$ cat src/rtl/led_sched_pkg.sv
// led_sched_pkg: shared FSM state encoding, default widths and index-width helper for the LED blink scheduler
package led_sched_pkg;
  typedef enum logic [1:0] {IDLE, RUN, GAP} state_t;
  localparam int CNT_W = 10;
  localparam int BLK_W = 4;
  localparam int GAP_CYC = 2;
  function automatic int idx_w(input int n);
    return (n > 1) ? $clog2(n) : 1;
  endfunction
endpackage

$ cat src/rtl/led_rr_arbiter.sv
// led_rr_arbiter: round-robin winner select with registered pointer; fixed lowest-index priority when LED_SCHED_FIXED_PRIO_EN is defined
module led_rr_arbiter
  import led_sched_pkg::*;
#(
  parameter int NUM_REQ = 4,
  parameter int IDX_W = idx_w(NUM_REQ)
) (
  input  logic               clk_in1,
  input  logic               rst_in1,
  input  logic [NUM_REQ-1:0] req,
  input  logic               adv,
  output logic [IDX_W-1:0]   win,
  output logic               vld
);
  logic [IDX_W-1:0] start;
  int idx;
`ifdef LED_SCHED_FIXED_PRIO_EN
  assign start = '0;
`else
  logic [IDX_W-1:0] ptr;
  // move the search start just past every granted winner, aborted or not
  always_ff @(posedge clk_in1) begin
    if (rst_in1) ptr <= '0;
    else if (adv && vld) ptr <= (int'(win) == NUM_REQ - 1) ? '0 : win + 1'b1;
  end
  assign start = ptr;
`endif
  // scan downward so the requester nearest to start is the last one written
  always_comb begin
    win = '0;
    vld = 1'b0;
    idx = 0;
    for (int i = NUM_REQ - 1; i >= 0; i--) begin
      idx = int'(start) + i;
      if (idx >= NUM_REQ) idx = idx - NUM_REQ;
      if (req[IDX_W'(idx)]) begin
        win = IDX_W'(idx);
        vld = 1'b1;
      end
    end
  end
endmodule

$ cat src/rtl/led_blink_sched.sv
// led_blink_sched: shares one LED among requesters, blinking each winner's latched pattern; LED_SCHED_FIXED_PRIO_EN selects fixed priority
module led_blink_sched
  import led_sched_pkg::*;
#(
  parameter int NUM_REQ = 4,
  parameter int CNT_W = led_sched_pkg::CNT_W,
  parameter int BLK_W = led_sched_pkg::BLK_W,
  parameter int GAP_CYC = led_sched_pkg::GAP_CYC
) (
  input  logic                     clk_in1,
  input  logic                     rst_in1,
  input  logic [NUM_REQ-1:0]       req_in,
  input  logic [NUM_REQ*CNT_W-1:0] half_period_in,
  input  logic [NUM_REQ*BLK_W-1:0] blinks_in,
  output logic [NUM_REQ-1:0]       grant_out,
  output logic [NUM_REQ-1:0]       done_out,
  output logic                     busy_out,
  output logic                     led_out1
);
  localparam int IDX_W = idx_w(NUM_REQ);
  localparam int GAP_W = idx_w(GAP_CYC);
  state_t state, state_n;
  logic [NUM_REQ-1:0] grant_n;
  logic led_n, vld, done, hold, wrap;
  logic [CNT_W-1:0] cnt, cnt_n, hp, hp_n, hp_sel;
  logic [BLK_W-1:0] rem, rem_n, bl_sel;
  logic [GAP_W-1:0] gcnt, gcnt_n;
  logic [IDX_W-1:0] win, win_r, win_n;

  led_rr_arbiter #(.NUM_REQ(NUM_REQ), .IDX_W(IDX_W)) u_arb (
    .clk_in1 (clk_in1),
    .rst_in1 (rst_in1),
    .req     (req_in),
    .adv     (state == IDLE),
    .win     (win),
    .vld     (vld)
  );

  assign hp_sel = half_period_in[int'(win) * CNT_W +: CNT_W];
  assign bl_sel = blinks_in[int'(win) * BLK_W +: BLK_W];
  assign hold = req_in[win_r];
  assign wrap = cnt == hp - 1'b1;
  assign busy_out = state != IDLE;
  assign done_out = done ? grant_out : '0;

  // next state: grant in IDLE, phase/blink bookkeeping in RUN, fixed-length GAP
  always_comb begin
    state_n = state;
    grant_n = grant_out;
    led_n = led_out1;
    cnt_n = cnt;
    hp_n = hp;
    rem_n = rem;
    gcnt_n = gcnt;
    win_n = win_r;
    done = 1'b0;
    if (state == IDLE) begin
      if (vld) begin
        state_n = RUN;
        grant_n = '0;
        grant_n[win] = 1'b1;
        win_n = win;
        hp_n = (hp_sel == '0) ? CNT_W'(1) : hp_sel;
        rem_n = bl_sel;
        led_n = bl_sel != '0;
        cnt_n = '0;
      end
    end else if (state == RUN) begin
      if (!hold || rem == '0 || (wrap && !led_out1 && rem == BLK_W'(1))) begin
        done = hold;
        state_n = GAP;
        grant_n = '0;
        led_n = 1'b0;
        cnt_n = '0;
        rem_n = '0;
        gcnt_n = '0;
      end else if (wrap) begin
        cnt_n = '0;
        led_n = !led_out1;
        rem_n = led_out1 ? rem : rem - 1'b1;
      end else begin
        cnt_n = cnt + 1'b1;
      end
    end else begin
      state_n = (int'(gcnt) >= GAP_CYC - 1) ? IDLE : GAP;
      gcnt_n = gcnt + 1'b1;
    end
  end

  // state and datapath registers with synchronous reset
  always_ff @(posedge clk_in1) begin
    if (rst_in1) begin
      state <= IDLE;
      grant_out <= '0;
      led_out1 <= 1'b0;
      cnt <= '0;
      hp <= '0;
      rem <= '0;
      gcnt <= '0;
      win_r <= '0;
    end else begin
      state <= state_n;
      grant_out <= grant_n;
      led_out1 <= led_n;
      cnt <= cnt_n;
      hp <= hp_n;
      rem <= rem_n;
      gcnt <= gcnt_n;
      win_r <= win_n;
    end
  end
endmodule
$ cat config.mk
export PLATFORM = sky130hd
export DESIGN_NAME = led_blink_sched
export DESIGN_NICKNAME = d
export VERILOG_FILES = /design/src/rtl/led_sched_pkg.sv /design/src/rtl/led_rr_arbiter.sv /design/src/rtl/led_blink_sched.sv
export SDC_FILE = /design/constraint.sdc
export NUM_CORES = 1
export LEC_CHECK = 0
export CAP_MARGIN = 20
export CORE_AREA = 2 2 102 104
export CTS_CLUSTER_DIAMETER = 60
export CTS_CLUSTER_SIZE = 30
export DETAILED_ROUTE_END_ITERATION = 7
export DIE_AREA = 0 0 104 106
export DONT_BUFFER_PORTS = 1
export GPL_TIMING_DRIVEN = 0
export SETUP_SLACK_MARGIN = 0.15
export SYNTH_ARGS = -nofsm -noshare
export SYNTH_HDL_FRONTEND = slang
export SYNTH_SLANG_ARGS = --single-unit
$ cat constraint.sdc
create_clock -name clk_in1 -period 8.5 [get_ports clk_in1]
set_input_delay 0.425 -clock clk_in1 [delete_from_list [all_inputs] [get_ports clk_in1]]
set_output_delay 0.425 -clock clk_in1 [all_outputs]
set_load 0.03 [all_outputs]
==> metrics.csv <==
metric,value,unit
run_status,completed,
slowest_stage,or4b_1,
reg2reg_slack,5.28,ns
power.density,335,nW/µm²
gp_congestion,0.733,
critPathKind,register to primary output,
fin_cells,453,
drv_cap,0,
postCtsHoldBufs,0,
ys_seq_elements,36,
startpoint_type,register,
grt.overflow.total,0,
maxSlewViolCount,0,
synth_cells,310,
crit_path_max_incr_delay,0.46,ns
max_freq,254,MHz
cts_num_sinks,36,
drtAntennaViolNets,0,
dieArea,11000,µm²
wl_met1,3060,µm
async_flop_share,0,%
cts-buffers-inserted,5,
totalWireLength,6560,µm
synth-compound-area-share,20.8,%
port_buffers,0,
viasPerCell,5.13,
slew_headroom,35.5,%
cts-resized-gates,0,
tns,0,ns
first_pass_iters,4,
yosysSeqAreaShare,26.5,%
synth_fp_nets,381,
placed_cells,446,
dp_hpwl,5200,µm
fin_skew,0.00742,ns
met3_length,363,µm
synth_top_family_by_area,simple AND/OR/NAND/NOR gates,
worstMarginPinSlew,0.967,ns
ioPinCount,72,
rows,37,
crit_family,simple AND/OR/NAND/NOR gates,
drtIter0Drc,133,
synth_cell_type_count,57,
die_width,104,µm
synthXorXnorAreaFrac,6.11,%
netlist_area,2720,µm²
area_delta_synth_final,9.10,%
n_antenna_cell,0,
synth-adder-area-share,4.14,%
htree_num_levels,2,
critical_path.cell_chain,inv_1 > ha_1 > buf_6 > or4b_1 > or3_4 > a2111oi_4 > o211ai_4 > o31ai_4 > and4b_1 > and2_1,
required,8.08,ns
clk_latency,0.29,ns
grt_pass1_vias,2274,
grt_max_degree,12,
critPathArrivalTime,3.51,ns
drive_gt1_share,12.0,%
dp_slack,4.88,ns
synth_simple_gate_area_share,21.3,%
setup_viol,0,
synth_edf_count,0,
core,10000,µm²
cts_tree,yes,
crit_buf_inv,2,
leakagePower,1.09,nW
post-route-drc-count,0,
final-hold-violation-count,0,
avgSynthCellArea,8.78,µm²
dr_total_vias,2326,
synth_warnings,0,
synth_top_flop_cell,dfxtp_1,
clock_path_buffers,2,
die_h,106,µm
routedWlPerCell,14.5,µm
grt_usage,11.9,%
cts_setup_buffers,0,
final_nets,388,
post-route-min-period,3.93,ns
post-route-period-util,46.2,%
num-fill-cells,1110,
vdd_drop_max,0.0976,mV
dr.max_layer_used,met4,
final.setup.worst_slack,4.57,ns
hp-class,input port to register,
rsz0062_at_grt,false,
worstSetupEndpointType,primary output,
path_clk_slew,0.08,ns
crit_fanout,10,
grt_antenna_before_repair,0,
initial_core_util,27.2,%
grt_pass1_wl,10800,µm
cts-root-buf,clkbuf_8,
wl_met2,3050,µm
synthMuxAreaShare,17.2,%
[kinds of logic after synthesis]
kind of cell | after synthesis
fa+ha+maj | 9
xor+xnor | 19
buf+inv | 26
mux | 44
flops | 36
simple gates | 111
compound gates | 65
[state kept, by name (all words and copies together), names as in the netlist]
signal and flops:
cnt 10, gcnt 1, grant_out 4, hp 10, led_out1 1, rem 4
state 2, u_arb.ptr 2, win_r 2
[layout make-up]
cell class                      count  area, µm²  area share [%]
Buffer                             16       68.8            2.32
Sequential cell                    36        721            24.3
Multi-Input combinational cell    248       1890            63.8
Clock buffer                        6       72.6            2.44
Clock inverter                      1       5.00           0.169
Tap cell                          136        170            5.73
Inverter                           10       37.5            1.26
[report_power, final]
part | internal [mW] | switching (mW)
registers | 0.218 | 0.0757
logic | 0.259 | 0.325
clock network | 0.0558 | 0.0608
total | 0.532 | 0.462
[metrics by stage]
step / utilization (%) / hold slack (ns) / area, µm² / power [mW]
2_1_floorplan: - / 0.441 / 2720 / 0.762
3_3_place_gp: 28.9 / 0.465 / 2890 / 0.859
3_5_place_dp: 28.9 / 0.467 / 2890 / 0.878
4_1_cts: 29.7 / 0.336 / 2970 / 0.999
5_1_grt: 29.7 / 0.357 / 2970 / 1.08
6_report: 29.7 / 0.339 / 2970 / 0.994
[cells in the mapped netlist, drive strengths merged, types with 5 or more instances]
cell type	instances	area share (%)
nor2	28	3.9
or2	5	1.1
clkbuf	14	1.9
o21ai	7	1.3
nand2b	8	1.8
nor3	8	1.5
nand4	6	1.4
xor2	8	2.6
mux2	12	5.0
nand3	5	0.92
mux2i	31	11
inv	10	1.4
a21oi	11	2.0
dfxtp	36	26
o21a	8	2.2
ha	9	4.1
nand2	25	3.4
xnor2	11	3.5
and2	5	1.1
[final timing paths]
kind                                            start                     to  cells past startpoint
worst max-delay path               hp[0]$_SDFFE_PP0P_            done_out[1]                     10
worst min-delay path                          rst_in1    cnt[4]$_SDFFE_PP0P_                      2
worst min register to register  win_r[1]$_SDFFE_PP0P_  win_r[1]$_SDFFE_PP0P_                      2
worst max register to register     hp[0]$_SDFFE_PP0P_    rem[1]$_SDFFE_PP0P_                     10
[layout by cell type (no fill, tap or decap), types with 8 or more instances in the layout]
cell	instances
dfxtp_1	36
mux2i_1	31
nor2_1	28
nand2_1	25
clkbuf_1	15
mux2_2	12
a21oi_1	11
xnor2_1	11
inv_1	10
ha_1	9
nand2b_1	8
xor2_1	8
nor3_1	8
o21a_1	8
[metal layers]
layer / vias up / global-route usage (%)
li1: 1137 / -
met1: 1117 / 15.4
met2: 67 / 20.1
met3: 5 / 2.45
met4: 0 / 3.76
met5: - / 0
(Power assumes the default switching activity.)
